==> config.mk <==
export PLATFORM = sky130hd
export DESIGN_NAME = mips_wbuf
export DESIGN_NICKNAME = d
export VERILOG_FILES = /design/src/rtl/mips_wbuf.sv
export SDC_FILE = /design/constraint.sdc
export NUM_CORES = 1
export LEC_CHECK = 0
export BUFFER_PORTS_ARGS = -buffer_cell sky130_fd_sc_hd__buf_2
export CAP_MARGIN = 5
export CORE_ASPECT_RATIO = 0.75
export CORE_MARGIN = 4
export CORE_UTILIZATION = 35
export DETAILED_ROUTE_END_ITERATION = 7
export PLACE_DENSITY = 0.6
export SLEW_MARGIN = 0
export SYNTH_ARGS = -nofsm -noshare
export SYNTH_HDL_FRONTEND = slang
export SYNTH_SLANG_ARGS = --single-unit
==> constraint.sdc <==
create_clock -name clock -period 6.5 [get_ports clock]
set_input_delay 1.3 -clock clock [delete_from_list [all_inputs] [get_ports clock]]
set_output_delay 1.3 -clock clock [all_outputs]
set_load 0.005 [all_outputs]
==> src/rtl/mips_wbuf.sv <==
// mips_wbuf: posted-store write buffer for the MIPS I core.
// Queues word-aligned stores from the MEM stage and drains them to the
// external bus through a BREQ/BACK handshake. It also flags loads that
// target a word with a pending store.
// Optional feature: define MIPS_WBUF_MERGE_EN to enable store merging into
// the tail-most entry. This also adds the `merged` output.
module mips_wbuf #(
  parameter int DEPTH = 4
) (
  input  logic        clock,
  input  logic        reset,
  input  logic [3:0]  we,
  input  logic [31:0] DA,
  input  logic [31:0] DO,
  input  logic        re,
  output logic        full,
  output logic        hazard,
  output logic        empty,
  output logic [31:0] BA,
  output logic [31:0] BD,
  output logic [3:0]  BWE,
  output logic        BREQ,
  input  logic        BACK
`ifdef MIPS_WBUF_MERGE_EN
  ,
  output logic        merged
`endif
);

  localparam int PW = $clog2(DEPTH);
  localparam int CW = PW + 1;

  logic [29:0]    addr_q [DEPTH];
  logic [31:0]    data_q [DEPTH];
  logic [3:0]     mask_q [DEPTH];
  logic [PW-1:0]  head;
  logic [PW-1:0]  tail;
  logic [CW-1:0]  count;
  logic [DEPTH-1:0] valid;
  logic           push;
  logic           pop;
  logic           merge_hit;
  logic           addr_hit;
  logic           unused_da;

  // The low address bits are ignored because every store is word-aligned.
  assign unused_da = ^DA[1:0];

  assign full  = (count == CW'(DEPTH));
  assign empty = (count == '0);
  assign BREQ  = !empty;
  assign pop   = BREQ && BACK;

`ifdef MIPS_WBUF_MERGE_EN
  logic [PW-1:0] last;
  assign last      = tail - PW'(1);
  // The head entry is never merged into because the bus is presenting it,
  // so merging needs at least two entries.
  assign merge_hit = (we != 4'b0) && (count >= CW'(2)) && (addr_q[last] == DA[31:2]);
  assign merged    = merge_hit;
`else
  assign merge_hit = 1'b0;
`endif

  // A merge consumes the store, so it never allocates a new entry.
  assign push = (we != 4'b0) && !full && !merge_hit;

  // The bus side always shows the head slot. Freed slots are zeroed, so an
  // empty buffer presents all zeros.
  assign BA  = {addr_q[head], 2'b00};
  assign BD  = data_q[head];
  assign BWE = mask_q[head];

  // Mark the slots lying between head and head+count as occupied.
  always_comb begin
    valid = '0;
    for (int i = 0; i < DEPTH; i++) begin
      valid[i] = ({1'b0, PW'(i) - head} < count);
    end
  end

  // Compare the load address against every occupied slot.
  always_comb begin
    addr_hit = 1'b0;
    for (int i = 0; i < DEPTH; i++) begin
      if (valid[i] && (addr_q[i] == DA[31:2])) begin
        addr_hit = 1'b1;
      end
    end
    hazard = re && addr_hit;
  end

  // Write, merge and free the entry storage.
  always_ff @(posedge clock or negedge reset) begin
    if (!reset) begin
      for (int i = 0; i < DEPTH; i++) begin
        addr_q[i] <= '0;
        data_q[i] <= '0;
        mask_q[i] <= '0;
      end
    end else begin
      if (push) begin
        addr_q[tail] <= DA[31:2];
        data_q[tail] <= DO;
        mask_q[tail] <= we;
      end
`ifdef MIPS_WBUF_MERGE_EN
      if (merge_hit) begin
        for (int k = 0; k < 4; k++) begin
          if (we[k]) begin
            data_q[last][8*k +: 8] <= DO[8*k +: 8];
          end
        end
        mask_q[last] <= mask_q[last] | we;
      end
`endif
      if (pop) begin
        addr_q[head] <= '0;
        data_q[head] <= '0;
        mask_q[head] <= '0;
      end
    end
  end

  // Advance the pointers and track the occupancy count.
  always_ff @(posedge clock or negedge reset) begin
    if (!reset) begin
      head  <= '0;
      tail  <= '0;
      count <= '0;
    end else begin
      if (push) begin
        tail <= tail + PW'(1);
      end
      if (pop) begin
        head <= head + PW'(1);
      end
      if (push && !pop) begin
        count <= count + CW'(1);
      end else if (pop && !push) begin
        count <= count - CW'(1);
      end
    end
  end

endmodule

==> key figures, run 1 <==
Routing
  • First DRT Iteration DRCs: 1087
  • DR DRC count: 0
  • ANT nets after route: 0
  • Final wirelength: 47300 µm
  • DR WL/cell: 22.72 µm
  • Vias: 11.28k
  • Drt first pass iters: 5
  • Vias per cell: 5.416

Synthesis
  • Top cell type's share of synthesized area: 47.20%
  • Yosys reg bits: 271
  • Post-Syn Instances: 1487
  • Yosys cell types: 31
  • Syn avg cell area: 9.662 µm²
  • YS warnings: 0
  • Cell type with the largest total area after synthesis: dfrtp_1
  • Area contributors post-synth: dfrtp_1 47%, nand2_1 14%, mux4_2 10%
  • Mapped Area: 14370 µm²
  • Sequential share of the synthesized area: 47.20%

Critical path
  • Arr. time, crit path: 3.38 ns
  • Critical path peak fanout: 38
  • Setup CP Type: flop to output port
  • CP required: 5.20 ns
  • CP Capture Type: output port
  • Worst Setup Start Kind: flop

Clock network
  • Root Driver: clkbuf_16
  • TritonCTS Sinks: 271
  • CTS tree: built
  • Clk pin slew, worst setup/hold paths: 0.06 ns
  • Clock buffer count from CTS: 30
  • Cts repair resizes: 0
  • Hold buffers post-CTS: 0
  • Clock insertion delay at the later pin of the skew report: 0.57 ns
  • H-tree Lvls: 1
  • CTS max path bufs: 3
  • Post CTS Setup Buffer Count: 0

Final layout
  • Register area: 6789 µm²
  • Final Instance Count excl. Fillers: 2082
  • Most common cell after layout, fill and taps aside: nand2_1
  • Multi-input gate area: 6696 µm²
  • P&R area growth vs syn: 10.79%
  • FILL cells: 3968
  • Layout cell share with drive strength beyond 1: 20.06%
  • Layout Nets: 1626
  • Commonest cells after routing, fill and taps aside: 530 x nand2_1, 269 x dfrtp_1, 233 x a21oi_1, 138 x buf_2, 113 x xor2_1
  • Final Cell Area: 15920 µm²

Timing
  • Worst Skew: 0.02084 ns
  • Min cycle time layout: 4.682 ns
  • Max Fclk: 213.6 MHz
  • Min Hold Slack: 0.5172 ns
  • Final setup viols: 0
  • Fin Setup TNS: 0 ns
  • RSZ-0062 raised after global routing: no
  • Slew Viols, Final: 0
  • Fin. Hold Viols: 0
  • Fin crit share: 72.04%
  • Slew @ Worst Pin: 1.204 ns
  • Slew margin rel.: 19.45%

Power and ir drop
  • Logic pwr share: 46.9%
  • P_sw: 3.750 mW
  • VDD IR max: 0.0003083 V
  • Clock power share: 18.9%
  • Pint: 4.943 mW
  • Tot Pwr: 8.693 mW
  • Static Leakage: 7.144 nW
  • Power share of the sequential group: 34.2%
  • Sw Share: 43.14%
  • PD cells: 546.1 nW/µm²

Die
  • Core ar.: 40040 µm²
  • Core Rows: 63
  • Initial Util: 35.88%
  • Die ar.: 44390 µm²
  • IO Pins: 144
  • Die width: 242.0 µm
  • Die height: 183.5 µm

Global routing
  • Gr usage total: 20.85%
  • Vias in the first global route: 11.30k
  • Initial antenna violation count: 7
  • Largest net degree at the start of global routing: 116
  • GRT overflow: 0
  • First-pass GRT wire length: 71860 µm

Place
  • Post-Place Cell Area: 14990 µm²
  • Hpwl dp: 27870 µm
  • Placed insts: 2028
  • RePlAce Congestion: 0.8735
  • Port Buffers: 139

Job
  • Max cap viols: 0

Status
  • Status: finished, final reports clean

Worst hold path
  • Worst Hold Class: flop to flop
-- synth_stat cells (all sizes together) --
cell type / number
a2111oi: 4
fa: 1
dfrtp: 271
clkbuf: 12
or3: 1
mux4: 66
nor3: 4
ha: 13
nand3: 4
mux2: 1
nand4: 8
buf: 121
a21oi: 270
inv: 11
conb: 1
xnor2: 12
xor2: 113
and3: 4
and2: 5
nor3b: 1
or4: 1
nand2: 534
nor4: 25
o21ai: 2
nor2: 2
-- cell families after synthesis --
kind of cell | synth area share (%)
AOI/OAI and AO/OA | 10.69
xor gates and xnor gates | 7.620
adders and majority gates | 1.271
buffers and inverters | 6.270
DFF | 47.20
muxes | 10.42
other | 0.02610
and+or+nand+nor | 16.50
-- layer usage --
layer / GRT usage, % / share of wire [%]
met1: 30.60 / 45
met2: 32.30 / 46
met3: 4.607 / 7.8
met4: 3.736 / 1.4
met5: 0 / 0.10
-- worst max-delay path: stages (launching register included) --
cell       delay, ns
dfrtp_4         0.91
buf_4           0.79
a21oi_1         0.25
a2111oi_0       0.45
or4_1           0.21
buf_2           0.12
-- sequential cells by signal, summed over array words and instances, names as in the netlist --
signal  count
mask_q     16
head        2
data_q    128
tail        2
addr_q    120
count       3
-- path summary, 6_finish.rpt --
path	start	to	slack [ns]	depth (start not counted)
worst max-delay path	head[0]$_DFFE_PN0N_	hazard	1.82	5
worst min-delay path	mask_q[14]$_DFF_PN0_	mask_q[14]$_DFF_PN0_	0.52	2
worst max register to register	head[0]$_DFFE_PN0N_	data_q[3]$_DFF_PN0_	2.92	5
worst min register to register	mask_q[14]$_DFF_PN0_	mask_q[14]$_DFF_PN0_	0.52	2
max in group asynchronous	reset	head[1]$_DFFE_PN0N_	4.22	2
min in group asynchronous	reset	addr_q[6]$_DFF_PN0_	0.77	1
-- area by class of cell --
cell class | count | share of cell area [%]
Tap cell | 520 | 4.087
Sequential cell | 271 | 42.65
Multi-Input combinational cell | 1073 | 42.07
Antenna cell | 2 | 0.03144
Clock inverter | 4 | 0.2280
Inverter | 11 | 0.2594
Timing Repair Buffer | 153 | 5.094
Clock buffer | 48 | 5.581
-- metrics by stage --
step | worst slack, ns | utilization (%)
6_report | 1.818 | 39.75
5_1_grt | 1.517 | 39.75
3_3_place_gp | 2.149 | 37.43
3_5_place_dp | 2.106 | 37.43
4_1_cts | 1.737 | 39.74
2_1_floorplan | 2.746 | -
-- power by group through the flow --
stage	Combinational, mW	Clock (mW)	Sequential, mW
after floorplan	2.94	0	2.76
after global placement	4.00	0	2.96
after detailed placement	4.09	0	3.00
after CTS	4.10	1.69	2.97
after global routing	4.46	1.76	3.06
final	4.08	1.65	2.97
No activity file was read; power rests on OpenSTA's default activity.
==> run 2: changes to the inputs <==
- clock period: 6.5 -> 4.35 ns (I/O delays scaled with it)
==> run 2 against run 1 <==
Compared with the run above: register-to-register slack lost 1.6 ns; cell count grew 0.96%; die area is the same; setup slack lost 1.3 ns; global-route usage is essentially flat; flip-flop and latch count is the same; non-clock buffer count grew 12; via count grew 0.72%; largest power group unchanged.
==> key figures, run 2 (same netlist as run 1, synthesis figures left out) <==
Global routing
  • Initial antenna violation count: 8 (+1)
  • GRT overflow: 0 (unchanged)
  • Vias in the first global route: 11.59k (+2.5%)
  • First-pass GRT wire length: 72120 µm (+0.36%)
  • Gr usage total: 20.89% (+0.036 points)
  • Largest net degree at the start of global routing: 114 (-1.7%)

Die
  • Die width: 242.0 µm (unchanged)
  • Die height: 183.5 µm (unchanged)
  • Core ar.: 40040 µm² (unchanged)
  • Core Rows: 63 (unchanged)
  • IO Pins: 144 (unchanged)
  • Initial Util: 35.88% (unchanged)
  • Die ar.: 44390 µm² (unchanged)

Timing
  • Slew margin rel.: 28.55% (+9.1 points)
  • Fin. Hold Viols: 0 (unchanged)
  • Min cycle time layout: 3.822 ns
  • Min Hold Slack: 0.4393 ns (-0.07790 ns)
  • Slew Viols, Final: 0 (unchanged)
  • RSZ-0062 raised after global routing: no
  • Max Fclk: 261.6 MHz
  • Fin Setup TNS: 0 ns (unchanged)
  • Final setup viols: 0 (unchanged)
  • Fin crit share: 87.87%
  • Slew @ Worst Pin: 1.072 ns (-0.1322 ns)
  • Worst Skew: 0.01985 ns (-0.0009890 ns)

Place
  • Hpwl dp: 28470 µm (+2.2%)
  • Port Buffers: 139 (unchanged)
  • Placed insts: 2040 (+0.59%)
  • RePlAce Congestion: 0.9017 (+3.2%)
  • Post-Place Cell Area: 15170 µm² (+1.2%)

Clock network
  • Post CTS Setup Buffer Count: 0 (unchanged)
  • TritonCTS Sinks: 271 (unchanged)
  • Cts repair resizes: 0 (unchanged)
  • Clk pin slew, worst setup/hold paths: 0.06 ns (about the same)
  • H-tree Lvls: 1 (unchanged)
  • Clock insertion delay at the later pin of the skew report: 0.57 ns (about the same)
  • CTS tree: built
  • Hold buffers post-CTS: 0 (unchanged)
  • Root Driver: clkbuf_16
  • CTS max path bufs: 3 (unchanged)
  • Clock buffer count from CTS: 31 (+3.3%)

Final layout
  • Most common cell after layout, fill and taps aside: nand2_1
  • Commonest cells after routing, fill and taps aside: 530 x nand2_1, 269 x dfrtp_1, 233 x a21oi_1, 138 x buf_2, 113 x xor2_1
  • FILL cells: 3929 (-0.98%)
  • Top reg by flops: data_q
  • P&R area growth vs syn: 13.70%
  • Layout cell share with drive strength beyond 1: 21.43% (+1.4 points)
  • Final Instance Count excl. Fillers: 2102 (+0.96%)
  • Final Cell Area: 16340 µm² (+2.6%)
  • Layout Nets: 1639 (+0.80%)
  • Biggest regs: data_q x128, addr_q x120, mask_q x16
  • Flip-flop count of the largest register after layout: 128 (unchanged)

Power and ir drop
  • Pint: 7.955 mW (+61%)
  • Static Leakage: 7.352 nW (+2.9%)
  • Logic pwr share: 46.6% (-0.3 points)
  • P_sw: 5.661 mW (+51%)
  • Power share of the sequential group: 31.6% (-2.6 points)
  • PD cells: 833.5 nW/µm² (+53%)
  • VDD IR max: 0.0005540 V (+80%)
  • Clock power share: 21.8% (+2.9 points)
  • Sw Share: 41.57% (-1.6 points)

Critical path
  • Worst Setup Start Kind: flop
  • Critical path peak fanout: 40 (+5.3%)
  • Arr. time, crit path: 2.95 ns (-0.43 ns)
  • CP required: 3.48 ns (-1.72 ns)
  • Critical R2R Launch: head[1]$_DFFE_PN0N_
  • CP Capture Type: output port
  • CP startpoint: head[1]$_DFFE_PN0N_
  • Setup CP Type: flop to output port

Routing
  • Drt first pass iters: 8 (+3)
  • First DRT Iteration DRCs: 1155 (+6.3%)
  • DR DRC count: 0 (unchanged)
  • Vias per cell: 5.403 (-0.24%)
  • DR WL/cell: 22.43 µm (-1.2%)
  • Vias: 11.36k (+0.72%)
  • Final wirelength: 47160 µm (-0.30%)
  • ANT nets after route: 0 (unchanged)

Worst hold path
  • Worst Hold Class: input port to asynchronous set/reset pin

Status
  • Status: finished, final reports clean

Job
  • Max cap viols: 0 (unchanged)
-- run 2: final cells by class --
cell class / count / area (µm²) / area share [%]
Multi-Input combinational cell: 1073 / 6696 / 40.99
Clock buffer: 42 / 897.1 / 5.492
Sequential cell: 271 / 6789 / 41.56
Timing Repair Buffer: 165 / 988.4 / 6.051
Antenna cell: 5 / 12.51 / 0.07659
Tap cell: 520 / 650.6 / 3.983
Clock inverter: 15 / 260.3 / 1.593
Inverter: 11 / 41.29 / 0.2528
-- run 2: worst paths after layout --
| kind | end | slack [ns] | cells after the start |
|---|---|---|---|
| worst min-delay path | addr_q[62]$_DFF_PN0_ | 0.44 | 1 |
| worst min register to register | data_q[53]$_DFF_PN0_ | 0.52 | 2 |
| worst max-delay path | BA[31] | 0.53 | 4 |
| max in group asynchronous | data_q[28]$_DFF_PN0_ | 2.99 | 2 |
| worst max register to register | addr_q[36]$_DFF_PN0_ | 1.30 | 5 |
| min in group clock | data_q[53]$_DFF_PN0_ | 0.52 | 2 |
-- run 2: power groups by stage --
stage | clock (mW) | sequential (mW) | combinational [mW]
finish | 2.97 | 4.31 | 6.34
detailed placement | 0 | 4.33 | 6.36
CTS | 3.02 | 4.30 | 6.39
global placement | 0 | 4.28 | 6.22
global route | 3.11 | 4.43 | 6.94
floorplan | 0 | 4.12 | 4.39
-- run 2: critical path: stages, from the launching register on --
cell and delay (ns):
dfrtp_4 0.40, buf_4 0.45, buf_4 0.71, mux4_2 0.63, buf_2 0.15
-- run 2: metal layers --
metal / vias up / track usage (%) / part of all wire, %
met2: 463 / 32.71 / 45
li1: 5080 / - / -
met3: 62 / 4.636 / 8.6
met1: 5744 / 30.20 / 45
met5: - / 0 / 0.11
met4: 8 / 4.131 / 1.6
-- run 2: metrics by stage --
stage	utilization (%)	total power [mW]	setup slack, ns
CTS	40.76	13.70	0.4936
floorplan	-	8.512	1.269
global placement	37.87	10.50	0.8346
detailed placement	37.87	10.70	0.8679
global route	40.78	14.48	0.4618
finish	40.79	13.62	0.5277
